===== src/rtl/vend_change_sequencer.sv =====
// Change-return sequencer for the vending machine coin hopper.
// Pays out an amount given in nickel units one coin at a time, choosing the
// largest coin that still fits and is in stock (quarter, then dime, then
// nickel). Each eject request is held until the hopper acknowledges it or a
// timeout expires. Inventory, remaining amount and the short/jam flags are
// visible to the vending FSM.
module vend_change_sequencer #(
  parameter int INV_W   = 6,
  parameter int TIMEOUT = 15
) (
  input  logic             CLK,
  input  logic             rst,
  input  logic             start,
  input  logic [5:0]       amt,
  input  logic             load_inv,
  input  logic [INV_W-1:0] inv_q_in,
  input  logic [INV_W-1:0] inv_d_in,
  input  logic [INV_W-1:0] inv_n_in,
  input  logic             hop_ack,
  output logic             eject_q,
  output logic             eject_d,
  output logic             eject_n,
  output logic             busy,
  output logic             done,
  output logic             short,
  output logic             jam,
  output logic [5:0]       remaining,
  output logic [INV_W-1:0] inv_q,
  output logic [INV_W-1:0] inv_d,
  output logic [INV_W-1:0] inv_n
);

  // Coin slot indices used throughout: 0 = quarter, 1 = dime, 2 = nickel.
  localparam int NUM_COINS = 3;

  // Last value of the stall counter before a jam is declared. The eject is
  // therefore high for exactly TIMEOUT cycles when no ack ever arrives.
  localparam logic [7:0] TMO_LAST = 8'(TIMEOUT - 1);

  typedef enum logic [2:0] {
    S_IDLE,
    S_PICK,
    S_REQ,
    S_DONE,
    S_FAULT
  } state_t;

  // Coin denomination in nickel units for a given slot index.
  function automatic logic [5:0] coin_value(input logic [1:0] idx);
    case (idx)
      2'd0:    return 6'd5;
      2'd1:    return 6'd2;
      default: return 6'd1;
    endcase
  endfunction

  state_t           state_reg, state_next;
  logic [5:0]       remaining_reg, remaining_next;
  logic             short_reg, short_next;
  logic             jam_reg, jam_next;
  logic [1:0]       sel_reg, sel_next;
  logic [7:0]       tmo_reg, tmo_next;

  logic [INV_W-1:0] inv_reg [NUM_COINS];
  logic [INV_W-1:0] inv_in  [NUM_COINS];
  logic             load_en;
  logic [2:0]       dec_en;
  logic [2:0]       qual;

  assign inv_in[0] = inv_q_in;
  assign inv_in[1] = inv_d_in;
  assign inv_in[2] = inv_n_in;

  // A coin qualifies when it does not overshoot the amount still owed and
  // at least one is left in its tube.
  generate
    for (genvar gi = 0; gi < NUM_COINS; gi++) begin : g_qual
      assign qual[gi] = (remaining_reg >= coin_value(2'(gi))) &&
                        (inv_reg[gi] != '0);
    end
  endgenerate

  // State and datapath registers.
  always_ff @(posedge CLK) begin
    if (rst) begin
      state_reg     <= S_IDLE;
      remaining_reg <= '0;
      short_reg     <= 1'b0;
      jam_reg       <= 1'b0;
      sel_reg       <= 2'd0;
      tmo_reg       <= '0;
    end else begin
      state_reg     <= state_next;
      remaining_reg <= remaining_next;
      short_reg     <= short_next;
      jam_reg       <= jam_next;
      sel_reg       <= sel_next;
      tmo_reg       <= tmo_next;
    end
  end

  // Coin tube counters: bulk load while idle, decrement on an acked eject.
  // The non-zero guard keeps a counter from wrapping even though the coin
  // selection already guarantees stock.
  always_ff @(posedge CLK) begin
    for (int i = 0; i < NUM_COINS; i++) begin
      if (rst) begin
        inv_reg[i] <= '0;
      end else if (load_en) begin
        inv_reg[i] <= inv_in[i];
      end else if (dec_en[i] && (inv_reg[i] != '0)) begin
        inv_reg[i] <= inv_reg[i] - INV_W'(1);
      end
    end
  end

  // Next-state logic: greedy coin choice, eject handshake and stall timeout.
  always_comb begin
    state_next     = state_reg;
    remaining_next = remaining_reg;
    short_next     = short_reg;
    jam_next       = jam_reg;
    sel_next       = sel_reg;
    tmo_next       = tmo_reg;
    load_en        = 1'b0;
    dec_en         = 3'b000;

    case (state_reg)
      S_IDLE: begin
        // An inventory load takes priority over a simultaneous start.
        if (load_inv) begin
          load_en = 1'b1;
        end else if (start) begin
          remaining_next = amt;
          short_next     = 1'b0;
          jam_next       = 1'b0;
          tmo_next       = '0;
          state_next     = S_PICK;
        end
      end

      S_PICK: begin
        tmo_next = '0;
        if (remaining_reg == 6'd0) begin
          state_next = S_DONE;
        end else if (qual[0]) begin
          sel_next   = 2'd0;
          state_next = S_REQ;
        end else if (qual[1]) begin
          sel_next   = 2'd1;
          state_next = S_REQ;
        end else if (qual[2]) begin
          sel_next   = 2'd2;
          state_next = S_REQ;
        end else begin
          // Nothing in stock fits the remainder; no backtracking is tried.
          short_next = 1'b1;
          state_next = S_FAULT;
        end
      end

      S_REQ: begin
        if (hop_ack) begin
          remaining_next  = remaining_reg - coin_value(sel_reg);
          dec_en[sel_reg] = 1'b1;
          tmo_next        = '0;
          state_next      = S_PICK;
        end else if (tmo_reg == TMO_LAST) begin
          jam_next   = 1'b1;
          tmo_next   = '0;
          state_next = S_FAULT;
        end else begin
          tmo_next = tmo_reg + 8'd1;
        end
      end

      S_DONE, S_FAULT: begin
        state_next = S_IDLE;
      end

      default: begin
        state_next = S_IDLE;
      end
    endcase
  end

  // Outputs are decoded directly from the registered state.
  assign busy      = (state_reg != S_IDLE);
  assign done      = (state_reg == S_DONE) || (state_reg == S_FAULT);
  assign eject_q   = (state_reg == S_REQ) && (sel_reg == 2'd0);
  assign eject_d   = (state_reg == S_REQ) && (sel_reg == 2'd1);
  assign eject_n   = (state_reg == S_REQ) && (sel_reg == 2'd2);
  assign short     = short_reg;
  assign jam       = jam_reg;
  assign remaining = remaining_reg;
  assign inv_q     = inv_reg[0];
  assign inv_d     = inv_reg[1];
  assign inv_n     = inv_reg[2];

endmodule

===== config.mk =====
export PLATFORM = sky130hd
export DESIGN_NAME = vend_change_sequencer
export DESIGN_NICKNAME = d
export VERILOG_FILES = /design/src/rtl/vend_change_sequencer.sv
export SDC_FILE = /design/constraint.sdc
export NUM_CORES = 1
export LEC_CHECK = 0
export CORE_AREA = 2 2 70 72
export CTS_CLUSTER_DIAMETER = 120
export CTS_CLUSTER_SIZE = 8
export DETAILED_ROUTE_END_ITERATION = 6
export DIE_AREA = 0 0 72 74
export GPL_TIMING_DRIVEN = 0
export PLACE_DENSITY = 0.88
export SYNTH_ARGS = -nofsm -noshare
export SYNTH_HDL_FRONTEND = slang
export SYNTH_SLANG_ARGS = --single-unit

===== constraint.sdc =====
create_clock -name CLK -period 4.9 [get_ports CLK]
set_clock_uncertainty 0.1 [all_clocks]
set_input_delay 0.98 -clock CLK [delete_from_list [all_inputs] [get_ports CLK]]
set_output_delay 0.98 -clock CLK [all_outputs]
set_load 0.02 [all_outputs]

==> qor.yml <==
grt_usage_pct: 20.3
routed_wl_um: 5270
synth_top_cell_by_area: "edfxtp_1"
cts-root-buf: "clkbuf_8"
grt_pass1_vias: 2027
synth_area_leaders: "edfxtp_1, dfxtp_1, nand2_1"
synth-edff-count: 18
cts.path.max_buffers: 2
dr_wl_met2_um: 2620
period_minus_slack_ps: 3260
grt-ovfl-total: 0
synth.area.mux_share_pct: 0.913
p_clk_share_pct: 21.6
hpwl_um: 4070
r2r_slack_ps: 2450
min_to: "short$_SDFFE_PP0P_"
antenna_found_initial: 0
worst_ep_required_time_ps: 3820
ys_ff_latch: 39
wl_met3_um: 285
placement.io_buffers: 58
yosysMostFrequentCell: "nand2_1"
seq_area_frac_synth_pct: 41.2
crit_chain: "or3b_1 -> buf_2 -> clkbuf_1 -> nor2_1 -> clkdlybuf4s50_1"
hold_viol: 0
vdd_drop_max_v: 0.000157
grt_setup_unrepaired: "no"
grt_max_degree: 12
synth_warnings: 0
hp-start: "short$_SDFFE_PP0P_"
synth_common_cells: "nand2_1, nor2_1, dfxtp_1, edfxtp_1, inv_1"
die_area_mm2: 0.00533
p_int_uw: 672
cp-start-kind: "register"
drv_cap: 0
wl_met1_um: 2320
fp.dieW_um: 72
synth_top_family_by_area: "simple AND/OR/NAND/NOR gates"
fp.dieH_um: 74
fin_crit_sh_pct: 66.6
htreeDepth: 2
yosys.area_share.simple_pct: 25.8
core.rowCount: 25
max-slew-margin-rel_pct: 59.2
switching_share_pct: 34.7
cts_resized: 0
tightest_slew_ps: 609
postCtsHoldBufs: 0
fillerInstances: 388
diodes: 0
synthAdderAreaFrac_pct: 5.16
via_count: 2161
cts_setup_buffers: 0
area_growth_pct: 31.7
async_flop_share_pct: 0
p_leak_uw: 0.00114
hold_class: "register to register"
synth_cells: 274
start_util_pct: 50.7
grt_pass1_wl_um: 8670
slowest_delay_ps: 610
critical-path-slowest-cell: "clkdlybuf4s50_1"
power_switching_uw: 356
ant_nets: 0
worstPathArrival_ps: 2180
clk_latency_ps: 290
p_seq_share_pct: 41.3
largest_reg_flops: 18
wl_per_cell_um: 13.4
avgSynthCellArea_um2: 8.50
fin_setup_tns_ps: 0
critPathCaptureType: "output port"
clkTransAtPathRegs_ps: 70
hold_depth: 2
fmax_ghz: 0.306
ff2ff_path_depth: 6
postLayoutCoreUtil_pct: 66.7
path_max_fanout: 10
register_area_um2: 961
synth_area_mm2: 0.00233
setup_viol: 0
drive_gt1_share_pct: 6.47
syn_nets: 312
drc_errors: 0
finalPower_uw: 1030
r2r-start: "state_reg[2]$_SDFFE_PP0P_"
synth_compound_area_share_pct: 15.3
status: "complete, no violations"
setup_ws_ps: 1640
cts_sinks: 39
cts_buffers: 5
fin_cells: 394
yosys.area_share.xor_xnor_pct: 6.77
drtIter0Drc: 125
gp_congestion: 0.817
timing.rr.end: "inv_reg[1][1]$_DFFE_PP_"
top_layer: "met4"
ios: 60
ys.flop_type: "dfxtp_1"
cts_tree: "yes"
layout.nets: 377
dr.pass1.iters: 4
synthDistinctLibCells: 48
powerDensity_mw_per_mm2: 335
place_inst: 386
pre_cts_ws_ps: 1750
vias_per_cell: 5.48
combPwrFrac_pct: 37.1
criticalPathCategory: "register to output port"
netlist.area_leader.share_pct: 23.2
core_mm2: 0.00460
finalMaxSlewViolations: 0
multi_input_area_mm2: 0.00126
[routing by layer]
layer  vias to the layer above  GRT usage (%)
met4                         0           6.29
met2                        66           35.0
li1                       1083              -
met1                      1006           26.3
met5                         -              0
met3                         6           3.66
[worst max path at each step]
stage                                   start                 endpoint  slack (ps)  cells past startpoint
floorplan                                 rst  inv_reg[1][0]$_DFFE_PP_        2320                      5
global placement                      hop_ack  inv_reg[1][2]$_DFFE_PP_        1760                      6
detailed placement                    hop_ack  inv_reg[1][4]$_DFFE_PP_        1750                      6
CTS                 state_reg[2]$_SDFFE_PP0P_                  eject_n        1630                      5
global route        state_reg[2]$_SDFFE_PP0P_                  eject_q        1540                      5
finish              state_reg[2]$_SDFFE_PP0P_                  eject_n        1640                      5
[critical path: cells and delay by family, from the launching register on]
family                 cells  cell delay, ps
buffers and inverters      3             990
and+or+nand+nor            2             530
DFF                        1             380
[cells in the final DEF, fill, tap and decap left out, drive strengths merged, types with 2 or more instances in the layout]
master,Yosys,final
a211oi,4,4
a21oi,12,12
a22oi,2,2
and2,6,6
and3,2,2
buf,4,4
clkbuf,7,14
clkdlybuf4s50,0,58
dfxtp,21,21
edfxtp,18,18
ha,8,8
inv,15,15
nand2,40,40
nand2b,6,6
nand3,7,7
nor2,30,30
nor2b,4,4
nor3,8,8
nor3b,3,3
nor4,3,3
o21a,2,2
o21ai,26,26
or2,4,4
or3,5,5
or4,2,2
or4b,2,2
xnor2,9,9
xor2,9,9
[power by group through the flow]
stage	clock, uW	combinational [uW]	sequential, uW
CTS	227	382	424
detailed placement	0	380	431
global placement	0	370	429
global route	238	419	431
floorplan	0	212	459
finish	222	381	424
[area by class of cell]
| cell class | instances | share of cell area, % |
|---|---|---|
| Inverter | 15 | 1.84 |
| Sequential cell | 39 | 31.3 |
| Multi-Input combinational cell | 209 | 41.0 |
| Clock buffer | 7 | 2.81 |
| Clock inverter | 1 | 0.122 |
| Tap cell | 54 | 2.20 |
| Buffer | 11 | 1.79 |
| Timing Repair Buffer | 58 | 18.9 |
[logic make-up (layout without fill, tap and decap cells)]
group | after synthesis | count (layout)
AO/OA/AOI/OAI | 56 | 56
flip-flops | 39 | 39
XOR/XNOR | 18 | 18
multiplexers | 2 | 2
buffers and inverters | 26 | 92
AND/OR/NAND/NOR | 124 | 124
adder cells (fa/ha/maj) | 9 | 9
[through the flow]
step	area (um^2)	hold slack, ps
3_3_place_gp	2980	360
3_5_place_dp	2980	370
4_1_cts	3070	385
5_1_grt	3070	410
2_1_floorplan	2330	379
6_report	3070	383
Power figures use the tool's default switching activity.
